===== src/rtl/rr_burst_scheduler.sv =====
// Round-robin burst scheduler: one requester at a time owns the downstream port
// until its last beat, or until MAX_BEATS beats forces a release.
module rr_burst_scheduler #(
   parameter int NUM_REQUESTERS = 4,
   parameter int DATA_WIDTH     = 32,
   parameter int MAX_BEATS      = 8,
   parameter int BEAT_CNT_W     = $clog2(MAX_BEATS + 1),
   parameter int ID_W           = $clog2(NUM_REQUESTERS)
) (
   input  logic                                 clk,
   input  logic                                 rst_n,
   input  logic [NUM_REQUESTERS-1:0]            req_valid,
   input  logic [NUM_REQUESTERS*DATA_WIDTH-1:0] req_data,
   input  logic [NUM_REQUESTERS-1:0]            req_last,
   output logic [NUM_REQUESTERS-1:0]            req_ready,
   output logic                                 out_valid,
   output logic [DATA_WIDTH-1:0]                out_data,
   output logic                                 out_last,
   output logic [ID_W-1:0]                      out_src,
   input  logic                                 out_ready,
   output logic                                 busy,
   output logic                                 trunc_pls
);

   localparam int N = NUM_REQUESTERS;

   typedef enum logic {IDLE, LOCK} state_t;

   state_t                state;
   logic [N-1:0]          prio_oh;
   logic [N-1:0]          grant_oh;
   logic [BEAT_CNT_W-1:0] beat_cnt;

   logic [N-1:0]          hi_req;
   logic [N-1:0]          base_req;
   logic [N-1:0]          pick_oh;
   logic [ID_W-1:0]       grant_idx;
   logic [DATA_WIDTH-1:0] sel_data;
   logic                  sel_valid;
   logic                  sel_last;
   logic                  lock;
   logic                  cap;
   logic                  accept;

   // Requests at or above the priority pointer win; otherwise wrap to the lowest index.
   always_comb begin
      hi_req   = req_valid & ~(prio_oh - N'(1));
      base_req = (|hi_req) ? hi_req : req_valid;
      pick_oh  = base_req & (~base_req + N'(1));
   end

   always_comb begin
      grant_idx = '0;
      sel_data  = '0;
      for (int i = 0; i < N; i++) begin
         if (grant_oh[i]) begin
            grant_idx = ID_W'(i);
            sel_data  = req_data[i*DATA_WIDTH +: DATA_WIDTH];
         end
      end
   end

   assign sel_valid = |(req_valid & grant_oh);
   assign sel_last  = |(req_last & grant_oh);
   assign lock      = (state == LOCK);
   assign cap       = (beat_cnt == BEAT_CNT_W'(MAX_BEATS - 1));

   always_comb begin
      out_valid = lock & sel_valid;
      out_data  = lock ? sel_data : '0;
      out_src   = lock ? grant_idx : '0;
      out_last  = lock & (sel_last | cap);
      req_ready = grant_oh & {N{out_ready & lock}};
      busy      = lock;
      accept    = out_valid & out_ready;
      trunc_pls = accept & out_last & ~sel_last;
   end

   always_ff @(posedge clk) begin
      if (!rst_n) begin
         state    <= IDLE;
         prio_oh  <= N'(1);
         grant_oh <= '0;
         beat_cnt <= '0;
      end else begin
         case (state)
            IDLE: begin
               beat_cnt <= '0;
               if (|req_valid) begin
                  grant_oh <= pick_oh;
                  state    <= LOCK;
               end
            end
            LOCK: begin
               if (accept) begin
                  if (out_last) begin
                     state    <= IDLE;
                     grant_oh <= '0;
                     prio_oh  <= {grant_oh[N-2:0], grant_oh[N-1]};
                     beat_cnt <= '0;
                  end else begin
                     beat_cnt <= beat_cnt + BEAT_CNT_W'(1);
                  end
               end
            end
            default: state <= IDLE;
         endcase
      end
   end

endmodule


===== config.mk =====
export PLATFORM = sky130hd
export DESIGN_NAME = rr_burst_scheduler
export DESIGN_NICKNAME = d
export VERILOG_FILES = /design/src/rtl/rr_burst_scheduler.sv
export SDC_FILE = /design/constraint.sdc
export NUM_CORES = 1
export LEC_CHECK = 0
export ABC_CLOCK_PERIOD_IN_PS = 2740
export BUFFER_PORTS_ARGS = -buffer_cell sky130_fd_sc_hd__buf_2
export CAP_MARGIN = 10
export CORE_MARGIN = 2
export CORE_UTILIZATION = 37
export DETAILED_ROUTE_END_ITERATION = 10
export PLACE_DENSITY_LB_ADDON = 0.15
export SETUP_SLACK_MARGIN = 0.3
export SLEW_MARGIN = 15
export SYNTH_ARGS = -nofsm -noshare
export SYNTH_HDL_FRONTEND = slang
export SYNTH_SLANG_ARGS = --single-unit

===== constraint.sdc =====
create_clock -name clk -period 2.74 [get_ports clk]
set_input_delay 0.274 -clock clk [delete_from_list [all_inputs] [get_ports clk]]
set_output_delay 0.274 -clock clk [all_outputs]
set_load 0.02 [all_outputs]

Word level (Yosys, flattened, before mapping) --
Index checks and enable logic that the tools add are counted.
Word-level totals: bits in registers 13, input bits 139, output and inout bits 42
Cells by class: add/subtract/negate cells 3, equality and inequality tests 4, multiplexer cells 21, bitwise operators 16, reduce and logical (&&, ||, !) cells 6
Operator list (count):
- 32-bit two-way mux | 5
- 4-bit two-way mux | 6
- 4-bit AND | 5
- 4-bit one-hot mux with 2 select lines | 2
- 4-bit OR reduction | 4
- 4-bit by 1-bit adder with 4-bit output (second input constant) | 2
- 4-bit inverter | 2
- 1-bit AND | 6
- 2-bit two-way mux | 3
- 3-bit AND reduction | 2
- 4-bit by 3-bit == test with 1-bit output (second input constant) | 1
- 1-bit two-way mux | 4
- 2-bit != test (second input constant) | 2
- 4-bit by 1-bit subtractor with 4-bit output (second input constant) | 1
- 2-bit by 1-bit != test with 1-bit output (second input constant) | 1
- 1-bit inverter | 2
- 1-bit one-hot mux with 2 select lines | 1
- 1-bit bitwise OR | 1

Logic depth before layout (Yosys ltp) --
Gate-level depths: netlist (run 1).
depth after elaboration 10, mapped depth 6

Least setup slack after synthesis (run 1) --
OpenSTA, ideal clock, no wires.
path kind flip-flop to output port, start register state (netlist: busy), end output port trunc_pls, arrival time 1.503 ns, path slack 0.963 ns, cell stages (with the launch flop) 7, buffers on the path 2, path through dfxtp_1 buf_2 nand2_1 a21oi_2 and2_4 buf_6 and3_1
On the way: cells in the longest elaborated chain, start to end 4
RTL lines:
- start: declaration | RTL line 29 | state_t state;
- start signal: assignment | RTL line 81 | state <= IDLE;
- start signal: assignment | RTL line 91 | state <= LOCK;
- start signal: assignment | RTL line 97 | state <= IDLE;
- 1-bit AND | RTL line 69 | out_valid = lock & sel_valid;
- 1-bit AND | RTL line 75 | accept = out_valid & out_ready;
- 1-bit AND (*) (2 in series) | RTL line 76 | trunc_pls = accept & out_last & ~sel_last;
- end: declaration | RTL line 22 | output logic trunc_pls
Every way passes the cells marked *; elsewhere a longest branch is shown, timed or not.

Worst setup path after layout (run 1) --
start register grant_oh[3], end output port out_data[1]
On the way: cells in the longest elaborated chain, start to end 2
RTL lines:
- start: declaration | RTL line 31 | logic [N-1:0] grant_oh;
- start signal: assignment | RTL line 90 | grant_oh <= pick_oh;
- 32-bit two-way mux | RTL line 56 | if (grant_oh[i]) begin
- 32-bit two-way mux | RTL line 70 | out_data = lock ? sel_data : '0;
- end: declaration | RTL line 17 | output logic [DATA_WIDTH-1:0] out_data,
Every way passes these cells.

==> results of run 1 <==
## cells in the final DEF (no fill, tap or decap), types with 3 or more instances in the layout
cell | Yosys | routed
nand2_1 | 15 | 15
xnor2_1 | 4 | 4
o221ai_1 | 32 | 32
a22oi_1 | 34 | 34
dfxtp_1 | 13 | 13
inv_1 | 3 | 3
and3_1 | 4 | 4
o211ai_1 | 3 | 3
nand3_1 | 6 | 6
clkbuf_8 | 0 | 3
a21boi_0 | 3 | 3
a21oi_1 | 34 | 34
nor3_1 | 6 | 6
nor2_1 | 6 | 5
nor2b_1 | 4 | 3
buf_2 | 7 | 180
buf_4 | 0 | 5
mux2i_1 | 5 | 5
## per-layer routing
metal,track usage (%),vias to the layer above,part of all wire (%)
met4,6.84,0,1.9
met3,3.90,14,5.9
li1,-,1226,-
met5,0,-,0
met2,44.3,105,49
met1,38.0,1165,43
## state kept, by name, indices dropped and copies added, names as in the netlist
| register | flops |
|---|---|
| prio_oh | 4 |
| beat_cnt | 4 |
| grant_oh | 4 |
| busy | 1 |
## worst max-delay path: stages, from the launching register on
cell and delay, ns:
dfxtp_1 0.52, inv_2 0.06, nand2_1 0.35, buf_12 0.21
o221ai_1 0.14, a21oi_1 0.15, buf_2 0.18
## path summary, 6_finish.rpt
kind	endpoint	slack [ns]	depth (start not counted)
worst max-delay path	out_data[1]	0.60	6
worst min-delay path	grant_oh[0]	0.36	3
worst max register to register	grant_oh[2]	1.24	4
worst min register to register	prio_oh[1]	0.48	2
## through the flow
step	area [um2]	hold slack [ns]	utilization, %	std cells	setup slack, ns
global placement	2530	0.475	59.0	433	0.884
global route	2580	0.370	60.0	437	0.403
finish	2580	0.358	60.0	437	0.603
detailed placement	2530	0.476	59.0	433	0.873
CTS	2580	0.359	60.0	437	0.610
floorplan	1620	0.408	-	219	0.963
## power by group
group          internal [mW]  switching, mW
combinational          0.234          0.333
clock                  0.103         0.0702
sequential             0.197         0.0132
total                  0.534          0.417
## cell type report
| cell class | instances | area, um2 | share of cell area (%) |
|---|---|---|---|
| clock buffers | 4 | 45.0 | 1.75 |
| inverters | 4 | 15.0 | 0.583 |
| multi-input cells | 178 | 1230 | 47.9 |
| flip-flops and latches | 13 | 260 | 10.1 |
| well taps | 52 | 65.1 | 2.52 |
| repair buffers | 186 | 958 | 37.2 |
## cells by family (layout without fill, tap and decap cells)
logic type,after synthesis,in the layout,synth area share (%)
AOI/OAI and AO/OA,118,118,53.8
xor gates and xnor gates,4,4,2.17
adders and majority gates,2,2,1.55
buffers and inverters,28,194,7.97
DFF,13,13,16.1
muxes,6,6,3.79
and+or+nand+nor,48,48,14.6
==> results.sh, run 1 <==
export IMPL_worst_ir_drop_vdd_mv=0.463
export IMPL_clock_path_buffers=2
export IMPL_post_cts_buffers=0
export IMPL_cts_buffers_inserted=3
export IMPL_clk_insertion_delay_late_ns=0.24
export IMPL_grt_first_pass_wirelength_mm=11.2
export IMPL_root_buffer="clkbuf_8"
export IMPL_timing_rr_start="prio_oh[0]"
export IMPL_syn_num_nets=360
export IMPL_place_port_buffers=180
export IMPL_yosysWarnings=0
export IMPL_synth_edf_count=0
export IMPL_critical_path_start_type="flop"
export IMPL_post_cts_resize_count=0
export IMPL_holdCritStartpoint="req_valid[0]"
export IMPL_fp_dieW_um=70.1
export IMPL_asyncSetResetFlopFracSynth_pct=0
export IMPL_gp_congestion=0.902
export IMPL_placement_rows=24
export IMPL_timing_final_crit_share_pct=78.0
export IMPL_finalSetupViolCount=0
export IMPL_cp_data_required_time_ns=2.47
export IMPL_rsz0062_at_grt="false"
export IMPL_number_of_max_cap_violations=0
export IMPL_cts_hold_repair_buffers=0
export IMPL_fin_tns_setup_ns=0
export IMPL_grt_max_degree=46
export IMPL_fp_coreArea_um2=4290
export IMPL_max_freq_mhz=468
export IMPL_dr_first_iter_drc_count=179
export IMPL_slew_limit_headroom_pct=70.5
export IMPL_syn_to_final_growth_pct=59.3
export IMPL_initial_utilization_pct=37.7
export IMPL_synth_seq_cells=13
export IMPL_worst_pin_slew_ns=0.442
export IMPL_boundaryPins=181
export IMPL_via_count_of_the_first_global_routing_pass=2305
export IMPL_clkSlewWorstSetupHoldPaths_ns=0.06
export IMPL_grt_overflow_total=0
export IMPL_criticalPathCategory="reg2out"
export IMPL_startpoint="grant_oh[3]"
export IMPL_cts_sink_count=13
export IMPL_cts_tree="built"
export IMPL_final_fill_count=433
export IMPL_yosys_area_top_type_share_pct=17.3
export IMPL_synthDominantAreaCellType="o221ai_1"
export IMPL_n_antenna_cell=0
export IMPL_detailedRoute_firstPassIterationCount=4
export IMPL_yosys_most_used_dff="dfxtp_1"
export IMPL_route_detailed_drc=0
export IMPL_post_synth_instance_area_um2=1620
export IMPL_grt_antenna_before_repair=0
export IMPL_cp_max_fo=21
export IMPL_fin_total_pwr_mw=0.951
export IMPL_vias=2510
export IMPL_report_final_slew_viol_count=0
export IMPL_fp_dieH_um=70.1
export IMPL_dp_hpwl_mm=5.48
export IMPL_floorplan_die_area_um2=4920
export IMPL_cp_arrival_ns=1.86
export IMPL_groute_usage_overall_pct=27.3
export IMPL_synth_top_cells_by_area="o221ai_1 17%, dfxtp_1 16%, a22oi_1 16%"
export IMPL_finalHoldViolations=0
export IMPL_timing_final_crit_period_ns=2.14
export IMPL_layout_drive_gt1_share_pct=51.7
export IMPL_final_net_count=527
export IMPL_clock_skew_ns=0.00380
export IMPL_syn_instance_count=219
export IMPL_ant_nets=0
export IMPL_worstSetupEndpointType="output pin"
export IMPL_detail_route_vias_per_cell=5.74
export IMPL_power_per_cell_area_nw_per_um2=369
export IMPL_outcome="finished clean"
export IMPL_leakagePower_nw=1.28
export IMPL_postSynthAreaPerCell_um2=7.39
export IMPL_ys_top_cells_by_count="34 x a21oi_1, 34 x a22oi_1, 32 x o221ai_1"
export IMPL_holdCritPathClass="in2reg"
export IMPL_wl_per_cell_um=16.2
export IMPL_synth_seq_area_share_pct=16.1
export IMPL_final_routed_wirelength_across_all_metal_layers_mm=7.10
export IMPL_cts_htree_levels=1
export IMPL_ys_types=38
No activity file was read; power rests on OpenSTA's default activity.
==> run 2: changes to the inputs <==
ABC_AREA = 1   (was unset)
ABC_CLOCK_PERIOD_IN_PS = 2100   (was 2740)
CORE_UTILIZATION = 35   (was 37)
clock period = 2.1 ns   (was 2.74 ns; I/O delays follow)
==> run 2 against run 1 <==
Routed wire length grew 6.1%. Combinational power increased by 22%. Critical endpoint is now trunc_pls. Register-to-register slack worse by 0.67 ns. Highest routed layer unchanged. Critical path depth increased by 1.
==> results.sh, run 2 <==
export IMPL_cts_sink_count=13
export IMPL_grt_antenna_before_repair=0
export IMPL_place_port_buffers=180
export IMPL_clkSlewWorstSetupHoldPaths_ns=0.06
export IMPL_yosys_most_used_dff="dfxtp_1"
export IMPL_finalSetupViolCount=0
export IMPL_fin_tns_setup_ns=0
export IMPL_timing_hold_ws_ns=0.234
export IMPL_route_detailed_drc=0
export IMPL_timing_final_crit_share_pct=83.7
export IMPL_report_final_slew_viol_count=0
export IMPL_final_common_cell="buf_2"
export IMPL_synth_edf_count=0
export IMPL_cp_arrival_ns=1.55
export IMPL_asyncSetResetFlopFracSynth_pct=0
export IMPL_rsz0062_at_grt="true"
export IMPL_syn_to_final_growth_pct=64.9
export IMPL_yosysWarnings=0
export IMPL_detail_route_vias_per_cell=5.52
export IMPL_dr_first_iter_drc_count=141
export IMPL_timing_final_crit_period_ns=1.76
export IMPL_syn_num_nets=388
export IMPL_layout_drive_gt1_share_pct=51.3
export IMPL_groute_usage_overall_pct=27.1
export IMPL_grt_first_pass_wirelength_mm=11.2
export IMPL_synthDominantAreaCellType="o221ai_1"
export IMPL_final_routed_wirelength_across_all_metal_layers_mm=7.53
export IMPL_cts_buffers_inserted=3
export IMPL_ys_types=29
export IMPL_grt_overflow_total=0
export IMPL_post_synth_instance_area_um2=1610
export IMPL_clock_path_buffers=2
export IMPL_leakagePower_nw=1.37
export IMPL_power_per_cell_area_nw_per_um2=455
export IMPL_criticalPathCategory="reg2out"
export IMPL_cts_htree_levels=1
export IMPL_final_cell_mix="180 x buf_2, 36 x nand2_1, 36 x a21oi_1"
export IMPL_dp_hpwl_mm=6.00
export IMPL_dpl_worst_slack_ns=0.399
export IMPL_final_net_count=563
export IMPL_fp_dieW_um=71.8
export IMPL_clk_insertion_delay_late_ns=0.25
export IMPL_cp_max_fo=22
export IMPL_outcome="finished clean"
export IMPL_wl_per_cell_um=15.9
export IMPL_syn_instance_count=247
export IMPL_synth_top_cells_by_area="o221ai_1 17%, dfxtp_1 16%, a22oi_1 13%"
export IMPL_worst_ir_drop_vdd_mv=0.361
export IMPL_detailedRoute_firstPassIterationCount=4
export IMPL_n_antenna_cell=0
export IMPL_library_cell_with_the_highest_instance_count_after_synthesis="a21oi_1"
export IMPL_synth_seq_cells=13
export IMPL_regToRegSetupSlack_ns=0.57
export IMPL_worstSetupEndpointType="output pin"
export IMPL_ant_nets=0
export IMPL_gp_congestion=0.885
export IMPL_slew_limit_headroom_pct=81.4
export IMPL_worst_pin_slew_ns=0.278
export IMPL_holdCritPathClass="in2reg"
export IMPL_vias=2611
export IMPL_yosys_area_top_type_share_pct=17.4
export IMPL_cts_tree="built"
export IMPL_max_freq_mhz=569
export IMPL_floorplan_die_area_um2=5160
export IMPL_final_core_util_pct=60.5
export IMPL_grt_max_degree=33
export IMPL_cp_data_required_time_ns=1.89
export IMPL_clock_skew_ns=0.00205
export IMPL_placement_rows=24
export IMPL_synth_seq_area_share_pct=16.2
export IMPL_finalHoldViolations=0
export IMPL_initial_utilization_pct=36.7
export IMPL_final_ws_setup_ns=0.342
export IMPL_root_buffer="clkbuf_8"
export IMPL_reg_largest_list="beat_cnt x4, grant_oh x4, prio_oh x4"
export IMPL_via_count_of_the_first_global_routing_pass=2388
export IMPL_ys_top_cells_by_count="37 x a21oi_1, 36 x nand2_1, 32 x o221ai_1"
export IMPL_fp_dieH_um=71.8
export IMPL_fp_coreArea_um2=4380
export IMPL_boundaryPins=181
export IMPL_number_of_max_cap_violations=0
export IMPL_critical_path_start_type="flop"
export IMPL_postSynthAreaPerCell_um2=6.51
## run 2: changes by cell type in the layout (fill, tap and decap cells not counted), sizes merged, moves of 7 or more
cell	change
nand2	+23
nor2	+16
a22oi	-10
inv	+15
o21ai	+7
## run 2: metal layers
metal  part of all wire [%]  vias to the layer above  track usage [%]
li1                       -                     1291                -
met1                     41                     1178             36.3
met2                     48                      126             45.4
met3                    8.5                       16             3.66
met4                    2.1                        0             8.18
met5                      0                        -                0
## run 2: cell families after synthesis
kind of cell	count (synthesis)	synth area share [%]
buffers and inverters	40	10.7
XOR/XNOR	1	0.544
AND/OR/NAND/NOR	79	23.3
flip-flops	13	16.2
adder cells (fa/ha/maj)	2	1.55
AO/OA/AOI/OAI	112	47.7
## run 2: path summary, 6_finish.rpt
kind / start / endpoint / depth (start not counted)
setup reg to reg: grant_oh[1] / beat_cnt[3] / 8
hold reg to reg: prio_oh[3] / prio_oh[3] / 2
hold / removal: rst_n / prio_oh[0] / 2
setup / recovery: grant_oh[3] / trunc_pls / 7
## run 2: per-stage QoR
step                cells  power, mW  cell area [um2]
finish                473       1.21             2650
global route          473       1.28             2650
CTS                   473       1.19             2620
detailed placement    469      0.959             2560
global placement      469      0.953             2560
floorplan             247      0.681             1610
## run 2: worst max-delay path: stages (launching register included)
cell	delay [ns]
dfxtp_2	0.42
inv_6	0.12
o21ai_1	0.19
nor2_2	0.09
nor2_4	0.16
nand3_1	0.10
inv_1	0.07
buf_2	0.16
## run 2: final cells by class
| cell class | instances | area (um2) |
|---|---|---|
| Clock buffer | 3 | 41.3 |
| Clock inverter | 1 | 5.00 |
| Fill cell | 427 | 1730 |
| Inverter | 19 | 76.3 |
| Multi-Input combinational cell | 194 | 1190 |
| Sequential cell | 13 | 265 |
| Tap cell | 52 | 65.1 |
| Timing Repair Buffer | 191 | 1010 |
## run 2: where the power goes
part	total, mW	switching [mW]	leakage (nW)	internal [mW]
Clock	0.234	0.103	0.0255	0.131
Combinational	0.693	0.399	1.24	0.294
Sequential	0.279	0.0192	0.107	0.260
Total	1.21	0.521	1.37	0.685
## run 2: what timing repair did
action / CTS / global route
buffers inserted: 0 / 0
endpoints found under the hold margin: 0 / 0
gates resized for setup: 4 / 11
hold buffers: 0 / 0
endpoints found under the setup margin: 23 / 35
gates cloned: 0 / 0
==> run 3: changes to the inputs <==
ABC_AREA = 0   (was 1)
ABC_CLOCK_PERIOD_IN_PS = 1450   (was 2100)
CORE_UTILIZATION = 31   (was 35)
clock period = 1.45 ns   (was 2.1 ns; I/O delays follow)
==> run 3 against run 2 <==
The run now ends with negative setup slack left. Die area grew 13%. Via count is 20% higher. Clock skew increased by 0.0042 ns. Worst setup slack worse by 0.52 ns. Clock power up 40%. Largest power group unchanged. Highest routed layer unchanged.
==> results.sh, run 3 (synthesis results as in run 1) <==
export IMPL_final_fill_count=253
export IMPL_slew_limit_headroom_pct=69.1
export IMPL_vias=3126
export IMPL_finalSetupViolCount=43
export IMPL_timing_final_crit_share_pct=112
export IMPL_final_net_count=574
export IMPL_max_freq_mhz=616
export IMPL_clock_path_buffers=2
export IMPL_detail_route_vias_per_cell=6.23
export IMPL_fp_dieH_um=76.2
export IMPL_n_antenna_cell=0
export IMPL_root_buffer="clkbuf_8"
export IMPL_grt_overflow_total=0
export IMPL_leakagePower_nw=1.81
export IMPL_syn_to_final_growth_pct=175
export IMPL_reg_largest_list="beat_cnt x4, grant_oh x4, prio_oh x4"
export IMPL_ant_nets=0
export IMPL_cts_buffers_inserted=3
export IMPL_holdCritPathClass="in2reg"
export IMPL_final_common_cell="buf_2"
export IMPL_floorplan_die_area_um2=5810
export IMPL_cp_arrival_ns=1.48
export IMPL_dpl_worst_slack_ns=-0.0399
export IMPL_fp_coreArea_um2=5070
export IMPL_critical_path_buf_inv_count=1
export IMPL_cp_cell_sequence="a22oi_2 > a21oi_4 > and2_4 > and3_4 > buf_6"
export IMPL_fin_total_pwr_mw=3.05
export IMPL_boundaryPins=181
export IMPL_wl_per_cell_um=22.9
export IMPL_cts_htree_levels=1
export IMPL_clock_skew_ns=0.00623
export IMPL_gp_congestion=0.830
export IMPL_fp_dieW_um=76.2
export IMPL_final_cell_mix="138 x buf_2, 48 x buf_6, 36 x a22oi_2"
export IMPL_cpLargestDelayFamily="compound AO/OA/AOI/OAI gates"
export IMPL_cts_tree="built"
export IMPL_placement_rows=26
export IMPL_dp_hpwl_mm=5.91
export IMPL_number_of_max_cap_violations=0
export IMPL_grt_max_degree=22
export IMPL_power_per_cell_area_nw_per_um2=685
export IMPL_rsz0062_at_grt="true"
export IMPL_worst_pin_slew_ns=0.462
export IMPL_initial_utilization_pct=31.9
export IMPL_report_final_slew_viol_count=0
export IMPL_critical_path_start_type="flop"
export IMPL_via_count_of_the_first_global_routing_pass=2940
export IMPL_grt_antenna_before_repair=0
export IMPL_violations_in_the_final_reports="negative setup slack"
export IMPL_critical_path_slowest_cell="dfxtp_4"
export IMPL_detailedRoute_firstPassIterationCount=5
export IMPL_outcome="finished with violations"
export IMPL_grt_first_pass_wirelength_mm=15.2
export IMPL_final_routed_wirelength_across_all_metal_layers_mm=11.5
export IMPL_critPathMaxStageDelay_ns=0.38
export IMPL_criticalPathCategory="reg2out"
export IMPL_cts_hold_repair_buffers=0
export IMPL_groute_usage_overall_pct=31.4
export IMPL_clkSlewWorstSetupHoldPaths_ns=0.06
export IMPL_finalHoldViolations=0
export IMPL_timing_final_crit_period_ns=1.62
export IMPL_worst_ir_drop_vdd_mv=0.819
export IMPL_worstSetupEndpointType="output pin"
export IMPL_layout_drive_gt1_share_pct=87.7
export IMPL_dr_first_iter_drc_count=215
export IMPL_clk_insertion_delay_late_ns=0.24
export IMPL_place_port_buffers=180
export IMPL_route_detailed_drc=0
export IMPL_cts_sink_count=13
export IMPL_cp_data_required_time_ns=1.31
export IMPL_cp_max_fo=6
export IMPL_final_ws_setup_ns=-0.174
[run 3: repair_timing]
action | CTS | global route
endpoints found under the setup margin | 54 | 55
pin swaps | 29 | 22
cloned | 9 | 4
setup buffers | 17 | 4
gates resized for setup | 147 | 55
[run 3: power breakdown]
part           internal [mW]  total (mW)  switching, mW  leakage, nW
Clock                  0.194       0.328          0.134       0.0228
Sequential             0.372       0.413         0.0415        0.111
Combinational           1.16        2.30           1.14         1.68
[run 3: final cells by class]
type | instances | area, um2 | share of cell area (%)
clock buffer | 4 | 45.0 | 1.01
inverter | 4 | 20.0 | 0.450
tap | 70 | 87.6 | 1.97
sequential | 13 | 289 | 6.50
timing repair buffer | 233 | 1940 | 43.7
multi-input combinational | 178 | 2060 | 46.3
[run 3: layer usage]
metal / wire (um) / vias up / GRT usage (%)
met4: 579 / 0 / 9.09
met1: 4010 / 1487 / 35.8
met3: 902 / 68 / 5.69
met2: 5990 / 234 / 59.1
li1: - / 1337 / -
met5: 0 / - / 0
[run 3: stage by stage]
| stage | hold WS (ns) | instances | area (um2) | utilization (%) | TNS, ns |
|---|---|---|---|---|---|
| 4_1_cts | 0.211 | 494 | 4080 | 80.5 | -3.21 |
| 3_5_place_dp | 0.457 | 464 | 3130 | 61.6 | -0.115 |
| 5_1_grt | 0.231 | 502 | 4440 | 87.6 | -5.63 |
| 3_3_place_gp | 0.460 | 464 | 3130 | 61.6 | -0.0408 |
| 2_1_floorplan | 0.279 | 219 | 2100 | - | 0 |
| 6_report | 0.215 | 502 | 4440 | 87.6 | -3.80 |
[run 3: final timing paths]
| check | slack [ns] | to | cells after the start | startpoint |
|---|---|---|---|---|
| max | -0.17 | trunc_pls | 5 | grant_oh[1] |
| min | 0.22 | prio_oh[0] | 2 | rst_n |
| max reg2reg | -0.12 | grant_oh[1] | 7 | grant_oh[1] |
| min reg2reg | 0.47 | prio_oh[3] | 2 | prio_oh[3] |
